File: config.mk
export PLATFORM = sky130hd
export DESIGN_NAME = sound_latch_rx
export DESIGN_NICKNAME = d
export VERILOG_FILES = /design/src/rtl/sound_latch_rx.sv
export SDC_FILE = /design/constraint.sdc
export NUM_CORES = 1
export LEC_CHECK = 0
export CORE_UTILIZATION = 40
export CTS_BUF_LIST = sky130_fd_sc_hd__clkbuf_16
export CTS_CLUSTER_SIZE = 12
export DETAILED_ROUTE_END_ITERATION = 8
export PLACE_DENSITY = 0.81
export SYNTH_ARGS = -nofsm -noshare
export SYNTH_HDL_FRONTEND = slang
export SYNTH_SLANG_ARGS = --single-unit
export TNS_END_PERCENT = 1
File: constraint.sdc
create_clock -name clk_main -period 2 [get_ports clk_main]
set_clock_uncertainty 0.2 [all_clocks]
set_input_delay 0.4 -clock clk_main [delete_from_list [all_inputs] [get_ports clk_main]]
set_output_delay 0.4 -clock clk_main [all_outputs]
set_load 0.005 [all_outputs]
File: src/rtl/sound_latch_rx.sv
// Z80-side receiver of the 68000 sound command path: an 8-bit code latch with
// overrun accounting, and an IM1 interrupt request raised on SNDON rising edges.
module sound_latch_rx #(
    parameter int INT_HOLD_MAX = 0,
    parameter int OVF_WIDTH    = 4
) (
    input  logic                 clk_main,
    input  logic                 reset,
    input  logic                 snddt_n,
    input  logic [7:0]           m68k_din,
    input  logic                 sndon,
    input  logic                 z80_rd_n,
    input  logic                 z80_iorq_n,
    input  logic                 z80_m1_n,
    output logic [7:0]           z80_dout,
    output logic                 z80_int_n,
    output logic                 latch_full,
    output logic [OVF_WIDTH-1:0] ovf_count
);

    typedef enum logic [0:0] {
        IRQ_IDLE   = 1'b0,
        IRQ_ASSERT = 1'b1
    } irq_state_t;

    localparam int HOLD_W = (INT_HOLD_MAX > 1) ? $clog2(INT_HOLD_MAX) : 1;
    localparam logic [HOLD_W-1:0] HOLD_LAST =
        HOLD_W'((INT_HOLD_MAX > 0) ? (INT_HOLD_MAX - 1) : 0);
    localparam logic [HOLD_W-1:0]    HOLD_ONE  = HOLD_W'(1'b1);
    localparam logic [HOLD_W-1:0]    HOLD_ZERO = {HOLD_W{1'b0}};
    localparam logic [OVF_WIDTH-1:0] OVF_ONE   = OVF_WIDTH'(1'b1);
    localparam logic [OVF_WIDTH-1:0] OVF_MAX   = {OVF_WIDTH{1'b1}};

    logic                 armed_r;
    logic                 snddt_n_d_r;
    logic                 rd_n_d_r;
    logic                 ack_d_r;
    logic                 sndon_d_r;

    logic                 ack_term_s;
    logic                 we_s;
    logic                 re_s;
    logic                 rq_s;
    logic                 ak_s;

    logic [7:0]           dout_r;
    logic                 full_r;
    logic [OVF_WIDTH-1:0] ovf_r;

    irq_state_t           state_r;
    irq_state_t           state_next_s;
    logic [HOLD_W-1:0]    hold_cnt_r;
    logic [HOLD_W-1:0]    hold_next_s;
    logic                 int_n_r;

    // Edge-detect history; armed_r masks the first cycle after reset so a
    // strobe or SNDON level already active at reset release never fires.
    always_ff @(posedge clk_main) begin
        if (reset) begin
            armed_r     <= 1'b0;
            snddt_n_d_r <= 1'b1;
            rd_n_d_r    <= 1'b1;
            ack_d_r     <= 1'b0;
            sndon_d_r   <= 1'b0;
        end else begin
            armed_r     <= 1'b1;
            snddt_n_d_r <= snddt_n;
            rd_n_d_r    <= z80_rd_n;
            ack_d_r     <= ack_term_s;
            sndon_d_r   <= sndon;
        end
    end

    // Single-cycle event pulses derived from the edge history.
    always_comb begin
        ack_term_s = (!z80_iorq_n) && (!z80_m1_n);
        we_s       = armed_r && snddt_n_d_r && (!snddt_n);
        re_s       = armed_r && rd_n_d_r && (!z80_rd_n);
        rq_s       = armed_r && (!sndon_d_r) && sndon;
        ak_s       = armed_r && (!ack_d_r) && ack_term_s;
    end

    // Code latch: a write beats a simultaneous read, which consumes the old code.
    always_ff @(posedge clk_main) begin
        if (reset) begin
            dout_r <= 8'h00;
            full_r <= 1'b0;
            ovf_r  <= {OVF_WIDTH{1'b0}};
        end else if (we_s) begin
            dout_r <= m68k_din;
            full_r <= 1'b1;
            if (full_r && (!re_s) && (ovf_r != OVF_MAX)) begin
                ovf_r <= ovf_r + OVF_ONE;
            end else begin
                ovf_r <= ovf_r;
            end
        end else if (re_s) begin
            full_r <= 1'b0;
        end else begin
            full_r <= full_r;
        end
    end

    // IRQ next state; a request while asserted restarts the hold window.
    always_comb begin
        state_next_s = state_r;
        hold_next_s  = hold_cnt_r;
        case (state_r)
            IRQ_IDLE: begin
                if (rq_s) begin
                    state_next_s = IRQ_ASSERT;
                    hold_next_s  = HOLD_ZERO;
                end else begin
                    hold_next_s  = HOLD_ZERO;
                end
            end
            IRQ_ASSERT: begin
                if (rq_s) begin
                    hold_next_s  = HOLD_ZERO;
                end else if (ak_s) begin
                    state_next_s = IRQ_IDLE;
                    hold_next_s  = HOLD_ZERO;
                end else if ((INT_HOLD_MAX > 0) && (hold_cnt_r == HOLD_LAST)) begin
                    state_next_s = IRQ_IDLE;
                    hold_next_s  = HOLD_ZERO;
                end else if (INT_HOLD_MAX > 0) begin
                    hold_next_s  = hold_cnt_r + HOLD_ONE;
                end else begin
                    hold_next_s  = hold_cnt_r;
                end
            end
            default: begin
                state_next_s = IRQ_IDLE;
                hold_next_s  = HOLD_ZERO;
            end
        endcase
    end

    // IRQ state, hold counter and registered INT line.
    always_ff @(posedge clk_main) begin
        if (reset) begin
            state_r    <= IRQ_IDLE;
            hold_cnt_r <= HOLD_ZERO;
            int_n_r    <= 1'b1;
        end else begin
            state_r    <= state_next_s;
            hold_cnt_r <= hold_next_s;
            int_n_r    <= (state_next_s != IRQ_ASSERT);
        end
    end

    assign z80_dout   = dout_r;
    assign latch_full = full_r;
    assign ovf_count  = ovf_r;
    assign z80_int_n  = int_n_r;

endmodule

## Word-level counts from Yosys, hierarchy flattened

Index checks and enable logic that the tools add are counted.
W data, S select, Z words.

| cells by class | value |
|---|---|
| equality and inequality tests | 1 |
| reduce and logical (&&, ||, !) cells | 20 |
| add/subtract/negate cells | 1 |
| multiplexer cells | 7 |
| bitwise gates (word level) | 2 |

Operators by type and width:

| operator | count |
|---|---|
| $logic_and A1 B1 Y1 | 11 |
| $logic_not A1 Y1 | 7 |
| $mux W1 | 6 |
| $add A4 B1 Y4 const B | 1 |
| $ne A4 B4 Y1 const B | 1 |
| $not A1 Y1 | 2 |
| $pmux W1 S2 | 1 |
| $reduce_and A2 Y1 | 1 |
| $reduce_bool A2 Y1 | 1 |

| storage, ports and cells | value |
|---|---|
| word-level logic and storage cells | 41 |
| input port bits | 15 |
| flip-flop bits (word level) | 20 |
| output and inout port bits | 14 |

## Logic depth before layout (Yosys ltp)

| logic depth | value |
|---|---|
| depth in word-level cells | 7 |
| gate-level depth with buffers | 5 |
| depth with buffers taken out | 5 |

## Least setup slack after synthesis

Ideal clock, no wire load.

| timing path | value |
|---|---|
| kind | input port to flip-flop |
| start | in snddt_n |
| end | reg ovf_r[3], in the netlist ovf_count[3] |
| setup time | 0.070 ns |
| path buffers | 1 |
| required time | 1.730 ns |
| arrival | 1.427 ns |
| setup slack | 0.303 ns |
| stages | 5 |
| cell sequence | nand3b_1 > buf_6 > nand4bb_4 > or3_1 > a21oi_1 |

| between the ends | value |
|---|---|
| longest elaborated chain between the ends | 3 |

Ends and longest elaborated chain:

| item | line | text |
|---|---|---|
| start, declared | 9 | `input logic snddt_n,` |
| $logic_not A1 Y1 | 77 | `we_s = armed_r && snddt_n_d_r && (!snddt_n);` |
| $logic_and A1 B1 Y1 | 77 |  |
| $reduce_and A2 Y1 (no source line) | n/a |  |
| end signal, assigned | 88 | `ovf_r <= {OVF_WIDTH{1'b0}};` |
| end signal, assigned | 93 | `ovf_r <= ovf_r + OVF_ONE;` |
| end signal, assigned | 95 | `ovf_r <= ovf_r;` |
| end, declared | 48 | `logic [OVF_WIDTH-1:0] ovf_r;` |

Every way passes these cells.
A chain may end at the register's enable or synchronous reset.

## Worst setup path in the final report

Same ends and word-level chain as after synthesis.

==> results.md <==
- Max Buffers Root-to-Sink: 2
- Row Count: 15
- Post-synth cell types: 21
- Die Y: 44.5 um
- DRT iter0 DRCs: 5
- CTS Hold Buffers Added: 0
- Final net count: 117
- WL per Instance: around 11 um
- Slew Viols, Final: 0
- Post-synthesis sequential area ratio: 55.4%
- Post-CTS setup buffer count: 0
- Initial antenna violation count: 0
- Via count: approximately 570
- Number of synthesized flops with an enable pin: 0
- CP Launch Type: input pin
- CP Class: in2reg
- Worst Tran Pin Value: roughly 0.43 ns
- Grt total ovfl: 0
- Final antenna diode count: 0
- DRC violations left: 0
- Yosys reg bits: 20
- Worst vdd ir: around 0.5 mV
- Most frequent cells in the layout: clkdlybuf4s50_1 (28), dfxtp_1 (20), nor2_1 (10), mux2i_1 (9)
- Dpl hpwl: 1040 um
- Post-synthesis instance area: 723 um2
- GP Congestion: ~0.68
- Top_reg_cell synth: dfxtp_1
- Hold Slack: about 0.28 ns
- Status: finished clean
- Vias in the first global route: 583
- Tmin final: 1.79 ns
- CP Data Arrival Time: 1.76 ns
- Synth Net Count: 84
- Area grow syn2layout: 54.0%
- Syn Area/Cell: 10.6 um2
- Mapped Cells: slightly below 70
- Fin util: around 65%
- TritonRoute pass-1 iters: 4
- RSZ-0062 raised after global routing: no
- Starting Density: 42.3%
- Synth warnings: 0
- Drt total wl: around 1400 um
- Hold Path Class: reg2reg
- Routed Antenna Nets: 0
- Leakage: around 0.47 nW
- Number of CTS-inserted buffers: 3
- Slew HR: a little under three quarters
- Asr flop ratio synth: 0%
- Hold Violations, Final: 0
- Share of cells above drive strength 1: under 10%
- Achievable Freq: 560 MHz
- Vias per inst: 4.57
- Tot Pwr: 0.000905 W
- CP required: 1.97 ns
- # port buffers: 28
- First-pass GRT wire length: 2320 um
- Clk sinks: 20
- Die Wd: 44.5 um
- Worst-path fanout max: 4
- Crit. End Element: flop
- Max-cap violations: 0
- TritonCTS clock tree: yes
- I/O pins: 29
- Clock network latency to the later pin of the worst-skew pair: 0.24 ns
- H-tree depth: 1
- Most common cell after layout, fill and taps aside: clkdlybuf4s50_1
- Post-CTS sizing: 0
- Worst-path clk slew: 0.05 ns
- Die ar.: 0.00198 mm2
- Crit share post-route: 89.4%
- Root Driver: clkbuf_16
- Total Neg Setup Slack: 0 ns
- R2R Setup Slk: around 0.28 ns
- Pin count of the biggest net entering global routing: 13
- # setup viols final: 0
- Core Area: 0.00171 mm2
- Pwr Density: slightly above 800 mW/mm2
- Total track usage: between 10% and 20%
## final timing paths
kind	startpoint	endpoint	depth (start not counted)
worst max register to register	ovf_count[0]	ovf_count[3]	5
worst min-delay path	state_r	state_r	2
worst max-delay path	snddt_n	ovf_count[3]	5
worst min register to register	state_r	state_r	2
## sequential cells by signal (all words and copies together), names as in the netlist
signal,cells
ovf_count,4
snddt_n_d_r,1
state_r,1
z80_int_n,1
sndon_d_r,1
rd_n_d_r,1
latch_full,1
z80_dout,8
armed_r,1
ack_d_r,1
## area by class of cell
cell class	instances	area [um2]
fillers	144	594
inverters	4	15.0
clock buffers	3	75.1
repair buffers	31	303
multi-input cells	41	289
flip-flops and latches	20	400
well taps	25	31.3
## stage by stage
stage          area [um2]  cells  setup slack (ns)
6_report             1110    124             0.213
5_1_grt              1110    124             0.157
4_1_cts              1110    124             0.209
3_5_place_dp         1040    121           -0.0399
3_3_place_gp         1040    121            0.0373
2_1_floorplan         723     68             0.303
## Yosys cell counts (2+ instances only)
cell,count,share of area [%]
dfxtp_1,20,55
nor2_1,10,5.2
mux2i_1,9,12
a21oi_1,4,2.8
inv_1,4,2.1
nand3b_1,3,3.1
o21ai_0,2,1.4
or2_2,2,1.7
or3_1,2,1.7
## per-layer routing
layer / track usage, % / share of wire, % / up-vias
met1: 19.5 / 45 / 250
li1: - / - / 290
met5: 0 / 0 / -
met2: 25.6 / 47 / 25
met3: 4.49 / 6.7 / 2
met4: 7.27 / 0.78 / 0
## report_power, final
group	switching, W	internal [W]
registers	0.00000860	0.000416
clock network	0.000130	0.000263
logic	0.0000290	0.0000587
total	0.000168	0.000737
## worst max-delay path, stage by stage
cell             delay (ns)
clkdlybuf4s50_1        0.41
nand3b_1               0.18
nand4bb_4              0.25
or3_1                  0.37
a21oi_1                0.15
## kinds of logic after synthesis
kind of cell    after synthesis  synth area share [%]
simple gates                 23                  19.2
mux                           9                  12.5
fa+ha+maj                     1                  1.73
buf+inv                       7                  4.67
xor+xnor                      1                  1.21
compound gates                7                  5.36
flops                        20                  55.4
Note: power is estimated with default switching activity, not from simulation.
